<file path="config.mk">
export PLATFORM = sky130hd
export DESIGN_NAME = branch_pc_unit_flat
export DESIGN_NICKNAME = d
export VERILOG_FILES = /design/src/rtl/branch_pc_unit_if.sv /design/src/rtl/branch_pc_unit.sv /design/src/flat_wrapper.sv
export SDC_FILE = /design/constraint.sdc
export NUM_CORES = 1
export LEC_CHECK = 0
export CORE_ASPECT_RATIO = 1.25
export CORE_MARGIN = 2
export CORE_UTILIZATION = 30
export DETAILED_ROUTE_END_ITERATION = 12
export SETUP_SLACK_MARGIN = 0.2
export SLEW_MARGIN = 20
export SYNTH_ARGS = -nofsm -noshare
export SYNTH_HDL_FRONTEND = slang
export SYNTH_SLANG_ARGS = --single-unit
</file>
<file path="constraint.sdc">
create_clock -name i_clk -period 3 [get_ports i_clk]
set_input_delay 0.9 -clock i_clk [delete_from_list [all_inputs] [get_ports i_clk]]
set_output_delay 0.9 -clock i_clk [all_outputs]
set_load 0.01 [all_outputs]
</file>
<file path="src/rtl/branch_pc_unit_if.sv">
// rtl/branch_pc_unit_if.sv - EX-stage resolution and fetch-PC bundle for branch_pc_unit
interface branch_pc_unit_if #(
    parameter int CNT_W = 32
);
    logic             i_stall;
    logic             i_ex_valid;
    logic [31:0]      i_ex_pc;
    logic             i_ex_is_br;
    logic             i_ex_is_jal;
    logic             i_ex_is_jalr;
    logic [2:0]       i_ex_funct3;
    logic [31:0]      i_ex_target;
    logic             i_br_less;
    logic             i_br_equal;
    logic             o_br_un;
    logic [31:0]      o_pc;
    logic [31:0]      o_pc_four;
    logic             o_taken;
    logic             o_flush;
    logic             o_halt;
    logic [31:0]      o_fault_pc;
    logic [CNT_W-1:0] o_br_cnt;
    logic [CNT_W-1:0] o_taken_cnt;

    // master is the pipeline side driving EX info; slave is the PC unit.
    modport master (
        output i_stall, i_ex_valid, i_ex_pc, i_ex_is_br, i_ex_is_jal, i_ex_is_jalr,
               i_ex_funct3, i_ex_target, i_br_less, i_br_equal,
        input  o_br_un, o_pc, o_pc_four, o_taken, o_flush, o_halt, o_fault_pc,
               o_br_cnt, o_taken_cnt
    );

    modport slave (
        input  i_stall, i_ex_valid, i_ex_pc, i_ex_is_br, i_ex_is_jal, i_ex_is_jalr,
               i_ex_funct3, i_ex_target, i_br_less, i_br_equal,
        output o_br_un, o_pc, o_pc_four, o_taken, o_flush, o_halt, o_fault_pc,
               o_br_cnt, o_taken_cnt
    );
endinterface

</file>
<file path="src/rtl/branch_pc_unit.sv">
// rtl/branch_pc_unit.sv - branch resolution, fetch-PC sequencer, halt-on-misalign and branch stats
module branch_pc_unit #(
    parameter logic [31:0] RESET_PC = 32'h0000_0000,
    parameter int          CNT_W    = 32
) (
    input  logic              i_clk,
    input  logic              i_rst,
    branch_pc_unit_if.slave   bus
);
    typedef enum logic {RUN, HALT} state_t;

    state_t           state_q, state_d;
    logic [31:0]      pc_q, pc_d;
    logic [31:0]      fault_q, fault_d;
    logic [CNT_W-1:0] br_cnt_q, br_cnt_d;
    logic [CNT_W-1:0] taken_cnt_q, taken_cnt_d;

    logic        cond;
    logic        legal;
    logic [31:0] eff_target;
    logic        req;
    logic        misaligned;
    logic        taken;
    logic        flush;
    logic        count_br;

    always_comb begin
        cond  = 1'b0;
        legal = 1'b1;
        unique case (bus.i_ex_funct3)
            3'b000:          cond = bus.i_br_equal;
            3'b001:          cond = ~bus.i_br_equal;
            3'b100, 3'b110:  cond = bus.i_br_less;
            3'b101, 3'b111:  cond = ~bus.i_br_less;
            default:         legal = 1'b0;
        endcase

        eff_target = bus.i_ex_target;
        if (bus.i_ex_is_jalr) begin
            eff_target[0] = 1'b0;
        end

        req        = bus.i_ex_valid & (bus.i_ex_is_jal | bus.i_ex_is_jalr |
                                       (bus.i_ex_is_br & cond));
        misaligned = req & (eff_target[1:0] != 2'b00);
        count_br   = bus.i_ex_valid & bus.i_ex_is_br & legal;
    end

    always_comb begin
        state_d     = state_q;
        pc_d        = pc_q;
        fault_d     = fault_q;
        br_cnt_d    = br_cnt_q;
        taken_cnt_d = taken_cnt_q;
        taken       = 1'b0;
        flush       = 1'b0;

        unique case (state_q)
            RUN: begin
                flush = req;
                taken = req & ~misaligned;

                // Counters saturate so long runs never report a small, wrapped count.
                if (count_br && (br_cnt_q != {CNT_W{1'b1}})) begin
                    br_cnt_d = br_cnt_q + {{(CNT_W-1){1'b0}}, 1'b1};
                end
                if (count_br && cond && (taken_cnt_q != {CNT_W{1'b1}})) begin
                    taken_cnt_d = taken_cnt_q + {{(CNT_W-1){1'b0}}, 1'b1};
                end

                // A redirect beats a stall: the stalled instruction is younger and gets flushed.
                if (misaligned) begin
                    state_d = HALT;
                    fault_d = bus.i_ex_pc;
                end else if (req) begin
                    pc_d = eff_target;
                end else if (!bus.i_stall) begin
                    pc_d = pc_q + 32'd4;
                end
            end
            HALT: begin
            end
            default: begin
                state_d = RUN;
            end
        endcase
    end

    always_ff @(posedge i_clk) begin
        if (i_rst) begin
            state_q     <= RUN;
            pc_q        <= RESET_PC;
            fault_q     <= 32'h0;
            br_cnt_q    <= '0;
            taken_cnt_q <= '0;
        end else begin
            state_q     <= state_d;
            pc_q        <= pc_d;
            fault_q     <= fault_d;
            br_cnt_q    <= br_cnt_d;
            taken_cnt_q <= taken_cnt_d;
        end
    end

    assign bus.o_br_un     = bus.i_ex_funct3[1];
    assign bus.o_pc        = pc_q;
    assign bus.o_pc_four   = pc_q + 32'd4;
    assign bus.o_taken     = taken;
    assign bus.o_flush     = flush;
    assign bus.o_halt      = (state_q == HALT);
    assign bus.o_fault_pc  = fault_q;
    assign bus.o_br_cnt    = br_cnt_q;
    assign bus.o_taken_cnt = taken_cnt_q;
endmodule

</file>
<file path="src/flat_wrapper.sv">
// flat-port wrapper written by rule: the top's interface ports become plain ports
module branch_pc_unit_flat 
#(
    parameter logic [31:0] RESET_PC = 32'h0000_0000,
    parameter int          CNT_W    = 32
)
  (i_clk, i_rst, bus_i_stall, bus_i_ex_valid, bus_i_ex_pc, bus_i_ex_is_br, bus_i_ex_is_jal, bus_i_ex_is_jalr, bus_i_ex_funct3, bus_i_ex_target, bus_i_br_less, bus_i_br_equal, bus_o_br_un, bus_o_pc, bus_o_pc_four, bus_o_taken, bus_o_flush, bus_o_halt, bus_o_fault_pc, bus_o_br_cnt, bus_o_taken_cnt);
  branch_pc_unit_if #(.CNT_W(CNT_W)) bus_i ();
  input  logic i_clk;
  input  logic i_rst;
  input wire logic [$bits(bus_i.i_stall)-1:0] bus_i_stall;
  input wire logic [$bits(bus_i.i_ex_valid)-1:0] bus_i_ex_valid;
  input wire logic [$bits(bus_i.i_ex_pc)-1:0] bus_i_ex_pc;
  input wire logic [$bits(bus_i.i_ex_is_br)-1:0] bus_i_ex_is_br;
  input wire logic [$bits(bus_i.i_ex_is_jal)-1:0] bus_i_ex_is_jal;
  input wire logic [$bits(bus_i.i_ex_is_jalr)-1:0] bus_i_ex_is_jalr;
  input wire logic [$bits(bus_i.i_ex_funct3)-1:0] bus_i_ex_funct3;
  input wire logic [$bits(bus_i.i_ex_target)-1:0] bus_i_ex_target;
  input wire logic [$bits(bus_i.i_br_less)-1:0] bus_i_br_less;
  input wire logic [$bits(bus_i.i_br_equal)-1:0] bus_i_br_equal;
  output wire logic [$bits(bus_i.o_br_un)-1:0] bus_o_br_un;
  output wire logic [$bits(bus_i.o_pc)-1:0] bus_o_pc;
  output wire logic [$bits(bus_i.o_pc_four)-1:0] bus_o_pc_four;
  output wire logic [$bits(bus_i.o_taken)-1:0] bus_o_taken;
  output wire logic [$bits(bus_i.o_flush)-1:0] bus_o_flush;
  output wire logic [$bits(bus_i.o_halt)-1:0] bus_o_halt;
  output wire logic [$bits(bus_i.o_fault_pc)-1:0] bus_o_fault_pc;
  output wire logic [$bits(bus_i.o_br_cnt)-1:0] bus_o_br_cnt;
  output wire logic [$bits(bus_i.o_taken_cnt)-1:0] bus_o_taken_cnt;
  assign bus_i.i_stall = bus_i_stall;
  assign bus_i.i_ex_valid = bus_i_ex_valid;
  assign bus_i.i_ex_pc = bus_i_ex_pc;
  assign bus_i.i_ex_is_br = bus_i_ex_is_br;
  assign bus_i.i_ex_is_jal = bus_i_ex_is_jal;
  assign bus_i.i_ex_is_jalr = bus_i_ex_is_jalr;
  assign bus_i.i_ex_funct3 = bus_i_ex_funct3;
  assign bus_i.i_ex_target = bus_i_ex_target;
  assign bus_i.i_br_less = bus_i_br_less;
  assign bus_i.i_br_equal = bus_i_br_equal;
  assign bus_o_br_un = bus_i.o_br_un;
  assign bus_o_pc = bus_i.o_pc;
  assign bus_o_pc_four = bus_i.o_pc_four;
  assign bus_o_taken = bus_i.o_taken;
  assign bus_o_flush = bus_i.o_flush;
  assign bus_o_halt = bus_i.o_halt;
  assign bus_o_fault_pc = bus_i.o_fault_pc;
  assign bus_o_br_cnt = bus_i.o_br_cnt;
  assign bus_o_taken_cnt = bus_i.o_taken_cnt;
  branch_pc_unit #(.RESET_PC(RESET_PC), .CNT_W(CNT_W)) u_core (.i_clk(i_clk), .i_rst(i_rst), .bus(bus_i));
endmodule
</file>
### Word-level counts from Yosys, hierarchy flattened

Cells that the tools add are included.

* output and inout bits: 164
* logic and storage cells: 49
* flip-flop bits (word level): 129
* input bits: 76

* multiplexer cells: 9
* reductions and logical operators: 12
* equal/unequal tests: 8
* bitwise gates (word level): 12
* $add $sub $neg: 3

Operators by type and width (number)
* 32-bit by 1-bit adder with 32-bit output, second input constant: 2
* 32-bit two-way mux: 2
* 32-bit != test, second input constant: 2
* 32-bit by 3-bit adder with 32-bit output, second input constant: 1
* 3-bit == test, second input constant: 4
* 1-bit AND: 6
* 1-bit two-way mux: 6
* 2-bit AND reduction: 3
* 6-bit OR reduction: 1
* 1-bit inverter: 4
* 1-bit case mux with 4 select lines: 1
* 2-bit OR reduction: 2
* 3-bit by 1-bit == test with 1-bit output, second input constant: 1
* 1-bit logical AND: 3
* 3-bit zero test: 1
* 3-bit AND reduction: 1
* 2-bit by 1-bit != test with 1-bit output, second input constant: 1
* 1-bit bitwise OR: 2
* 2-bit nonzero test: 1

### Logic depth before layout (Yosys ltp)

* word-level depth: 10
* mapped depth: 9
* gate-level depth less buffers: 7

### Worst setup path before layout

OpenSTA, ideal clock, no wires.

* path kind: input -> output
* start: input port bus_i_ex_funct3[0]
* end: output port bus_o_flush
* required time: 2.100 ns
* path buffers: 2
* slack: -0.096 ns
* stages on the path: 6
* arrival: 2.196 ns
* cell sequence: xor2_1 -> a41oi_1 -> and2_1 -> buf_2 -> clkbuf_1 -> nor2_1

* word-level cells in the longest chain between the ends: 7
* elaborated cells between the ends (all ways): 13
* classes of those cells: 5 x eq/ne; 2 x mux; 3 x bitwise; 3 x reduce/logical

RTL lines
* from (decl): RTL line flat_wrapper.sv:17 `input wire logic [$bits(bus_i.i_ex_funct3)-1:0] bus_i_ex_funct3;`
* 3-bit == test: RTL line branch_pc_unit.sv:30 `unique case (bus.i_ex_funct3)`
* 2-bit OR reduction
* 1-bit case mux with 4 select lines (*): RTL line branch_pc_unit.sv:30
* 1-bit AND (*): RTL line branch_pc_unit.sv:44 `(bus.i_ex_is_br & cond));`
* 1-bit bitwise OR (*): RTL line branch_pc_unit.sv:43 `req = bus.i_ex_valid & (bus.i_ex_is_jal | bus.i_ex_is_jalr |`
* 1-bit AND (*): RTL line branch_pc_unit.sv:43
* 1-bit two-way mux (*): RTL line branch_pc_unit.sv:58 `unique case (state_q)`
* to (decl): RTL line flat_wrapper.sv:25 `output wire logic [$bits(bus_i.o_flush)-1:0] bus_o_flush;`

Mark *: on every way between the ends. The rest lies on a longest branch, timed or not.

### Worst setup path after layout

* start: register u_core.pc_q[11] (netlist: u_core.bus.o_pc[11])
* end: output port bus_o_pc_four[26]

* word-level cells in the longest chain between the ends: 1

RTL lines
* from (decl): RTL line branch_pc_unit.sv:13 `logic [31:0] pc_q, pc_d;`
* from (signal assigned): RTL line branch_pc_unit.sv:98 `pc_q <= pc_d;`
* 32-bit by 3-bit adder with 32-bit output: RTL line branch_pc_unit.sv:107 `assign bus.o_pc_four = pc_q + 32'd4;`
* to (decl): RTL line flat_wrapper.sv:23 `output wire logic [$bits(bus_i.o_pc_four)-1:0] bus_o_pc_four;`

No other way between the ends.

==> impl_metrics.ini <==
[status]
outcome = complete, no violations

[global_route]
grt_usage_pct = 19.1
grt_max_degree = 59
grt_antenna_before_repair = 0
grt_pass1_wl_um = 35200
grt_overflow = 0
grt_pass1_vias = 6896

[synthesis]
yosysUniqueCellTypes = 59
synth_area_per_cell_sq_um = 8.05
netlist_area_sq_mm = 0.00662
ys_seq_area_share_pct = 39.0
synthArstFlopShare_pct = 0
ys.flop_type = dfxtp_1
yosysWarningCount = 0
synth_seq_cells = 129
synth_edf_count = 0
syn_inst = 822
syn_nets = 901

[power]
peakVddDrop_mv = 0.374
pwr_density_cell_mw_per_mm2 = 430
p_leak_uw = 0.00410

[critical_path]
critPathArrivalTime_ns = 2.07
rrSetupSlack_ns = 0.12
cp_max_fo = 5
cp_slowest_cell = dfxtp_4
crit_type = flip-flop to output port
reg2reg_from = u_core.bus.o_pc[11]
worst-path-buf-inv = 4
reg2reg_depth = 18
path_cells = nand4_1 -> buf_4 -> nor4_4 -> buf_6 -> buf_4 -> nand3_2 -> xnor2_1 -> buf_2
critPathLaunchType = flip-flop
r2r_end = u_core.bus.o_pc[26]
cp_slowest_stage_delay_ns = 0.36
critical_path.top_delay_family = buffers and inverters
cp-end-kind = output port
critPathRequiredTime_ns = 2.10
worst_path_most_repeated_cell = buf_4

[clocking]
clk_path_buf_depth = 2
cts_sinks = 129
clkSlewWorstSetupHoldPaths_ns = 0.06
numCtsBuffers = 17
cts_tree = yes
worstSkewPairLatency_ns = 0.42
cts-root-buf = clkbuf_16
cts.htree.levels = 4

[floorplanning]
die_x_um = 137
coreArea_sq_mm = 0.0216
ios = 240
rows = 60
fp.dieH_um = 170
die-area_sq_mm = 0.0233
start_util_pct = 30.6

[timing]
period_needed_ns = 2.97
finalSetupTns_ns = 0
max_freq_ghz = 0.337
final.period_utilization_pct = 99.0
setup_viol = 0
hold_viol = 0
worst_pin_slew_ns = 0.604
slew_viol_final = 0
rsz0062_at_grt = true
skew_ns = 0.00815
slew_headroom_pct = 59.7

[detailed_routing]
met3WireLength_um = 1500
wl_met1_um = 9270
wire_per_inst_um = 15.9
wl_met2_um = 11700
routed_wirelength_um = 22900
highest_layer = met4
via_per_inst = 4.97
drcViolationCount = 0
drtIter0Drc = 272
antenna_left = 0
vias = 7140
firstDrtPassIters = 5

[final_layout]
area_growth_pct = 64.9
insertedDiodeCount = 0
nNetsFinal = 1225
drive_gt1_share_pct = 22.3
final_cell_mix = clkdlybuf4s50_1 (198), dfxtp_1 (117), nand2_1 (112), buf_4 (107), nor2_1 (85)
final_common_cell = clkdlybuf4s50_1
final_cells = 1438

[flow_run]
maxCapViolCount = 0

[place]
numPortBuffers = 239
place.gp.congestion = 0.790
place_inst = 1355
dp_hpwl_um = 16000

[hold_path]
holdPathStages = 2
min_to = u_core.bus.o_fault_pc[5]
worst_hold_path_type = flip-flop to flip-flop
worstHoldStart = u_core.bus.o_fault_pc[5]
-- sequential cells by signal, indices dropped and copies added (netlist names) --
| register | count |
|---|---|
| u_core.bus.o_halt | 1 |
| u_core.bus.o_taken_cnt | 32 |
| u_core.bus.o_fault_pc | 32 |
| u_core.bus.o_pc | 32 |
| u_core.bus.o_br_cnt | 32 |
-- worst register-to-register path: cells and delay by family, from the launching register on --
kind	cells	cell delay (ns)
AO/OA/AOI/OAI	1	0.08
XOR/XNOR	1	0.14
buffers and inverters	12	1.55
flip-flops	1	0.36
AND/OR/NAND/NOR	4	0.59
-- cell families after synthesis --
logic type                 Yosys count  share of synthesized area, %
AOI/OAI and AO/OA                  129                          11.8
xor gates and xnor gates            79                          10.5
adders and majority gates            3                         0.567
buffers and inverters               66                          4.35
DFF                                129                          39.0
muxes                               17                          2.74
and+or+nand+nor                    399                          31.0
-- metal layers --
layer  global-route usage, %  up-vias
met4                    6.54        0
met5                       0        -
met3                    4.92       36
met1                    21.7     3365
met2                    34.1      201
li1                        -     3538
-- Yosys cell counts, types with 2 or more instances --
cell / instances / area [sq um]
dfxtp_1: 129 / 2580
nand2_1: 114 / 428
nor2_1: 91 / 342
a21oi_1: 64 / 320
xnor2_1: 48 / 420
nand3_1: 39 / 195
clkbuf_1: 37 / 139
xor2_1: 31 / 272
nand4_1: 23 / 144
nor3_1: 20 / 100
o21ai_0: 20 / 100
and3_1: 16 / 100
nor4_1: 16 / 100
or3_1: 14 / 87.6
and4_1: 13 / 114
inv_1: 13 / 48.8
nand3b_1: 12 / 90.1
mux2i_1: 11 / 110
buf_2: 10 / 50.1
a21o_1: 8 / 60.1
o21ai_1: 7 / 35.0
nand2b_1: 6 / 37.5
nor4b_1: 6 / 52.6
o32ai_1: 6 / 52.6
o41ai_1: 5 / 43.8
and2_1: 4 / 25.0
mux2_2: 4 / 45.0
nor2b_1: 4 / 25.0
nor3b_1: 4 / 30.0
or4_1: 4 / 30.0
buf_4: 3 / 22.5
ha_1: 3 / 37.5
nor4_2: 3 / 37.5
o31ai_1: 3 / 22.5
a22o_1: 2 / 17.5
buf_6: 2 / 22.5
nand4b_1: 2 / 17.5
nor3_2: 2 / 20.0
o211ai_1: 2 / 15.0
or2_2: 2 / 12.5
-- final cells by class --
class                   instances  area [sq um]
fillers                      2097         10700
multi-input cells             627          4070
repair buffers                358          3250
flip-flops and latches        129          2600
clock buffers                  18           429
well taps                     279           349
clock inverters                14           156
inverters                      13          48.8
-- through the flow --
stage	area [sq um]	hold WS [ns]	util [%]	worst slack (ns)	total power [uW]
after floorplan	6650	0.481	-	0.220	2160
after global placement	9710	0.441	44.9	-0.786	2600
after detailed placement	9710	0.446	44.9	-0.799	2600
after CTS	10700	0.454	49.4	0.0395	4730
after global routing	10900	0.471	50.4	-0.0871	4880
final	10900	0.452	50.4	0.0285	4690
-- worst max path at each step --
stage                        start           endpoint  slack (ns)  cells past startpoint
3_5_place_dp    bus_i_ex_funct3[0]        bus_o_taken       -0.80                      6
4_1_cts         u_core.bus.o_pc[2]  bus_o_pc_four[20]        0.04                      7
2_1_floorplan   bus_i_ex_funct3[0]        bus_o_flush        0.22                      6
6_report       u_core.bus.o_pc[11]  bus_o_pc_four[26]        0.03                      8
5_1_grt        u_core.bus.o_pc[13]  bus_o_pc_four[26]       -0.09                      8
3_3_place_gp    bus_i_ex_funct3[0]        bus_o_taken       -0.79                      6
-- report_power, final --
group | internal, uW | switching (uW) | total (uW)
logic | 419 | 370 | 789
registers | 1770 | 48.9 | 1820
clock network | 1240 | 846 | 2080
total | 3430 | 1260 | 4690
-- timing repair --
item | in CTS | in global routing
buffers inserted | 39 | 12
setup endpoints to repair | 86 | 27
hold buffers | 0 | 0
gates resized for setup | 167 | 57
pin swaps | 33 | 36
Power figures use the tool's default switching activity.
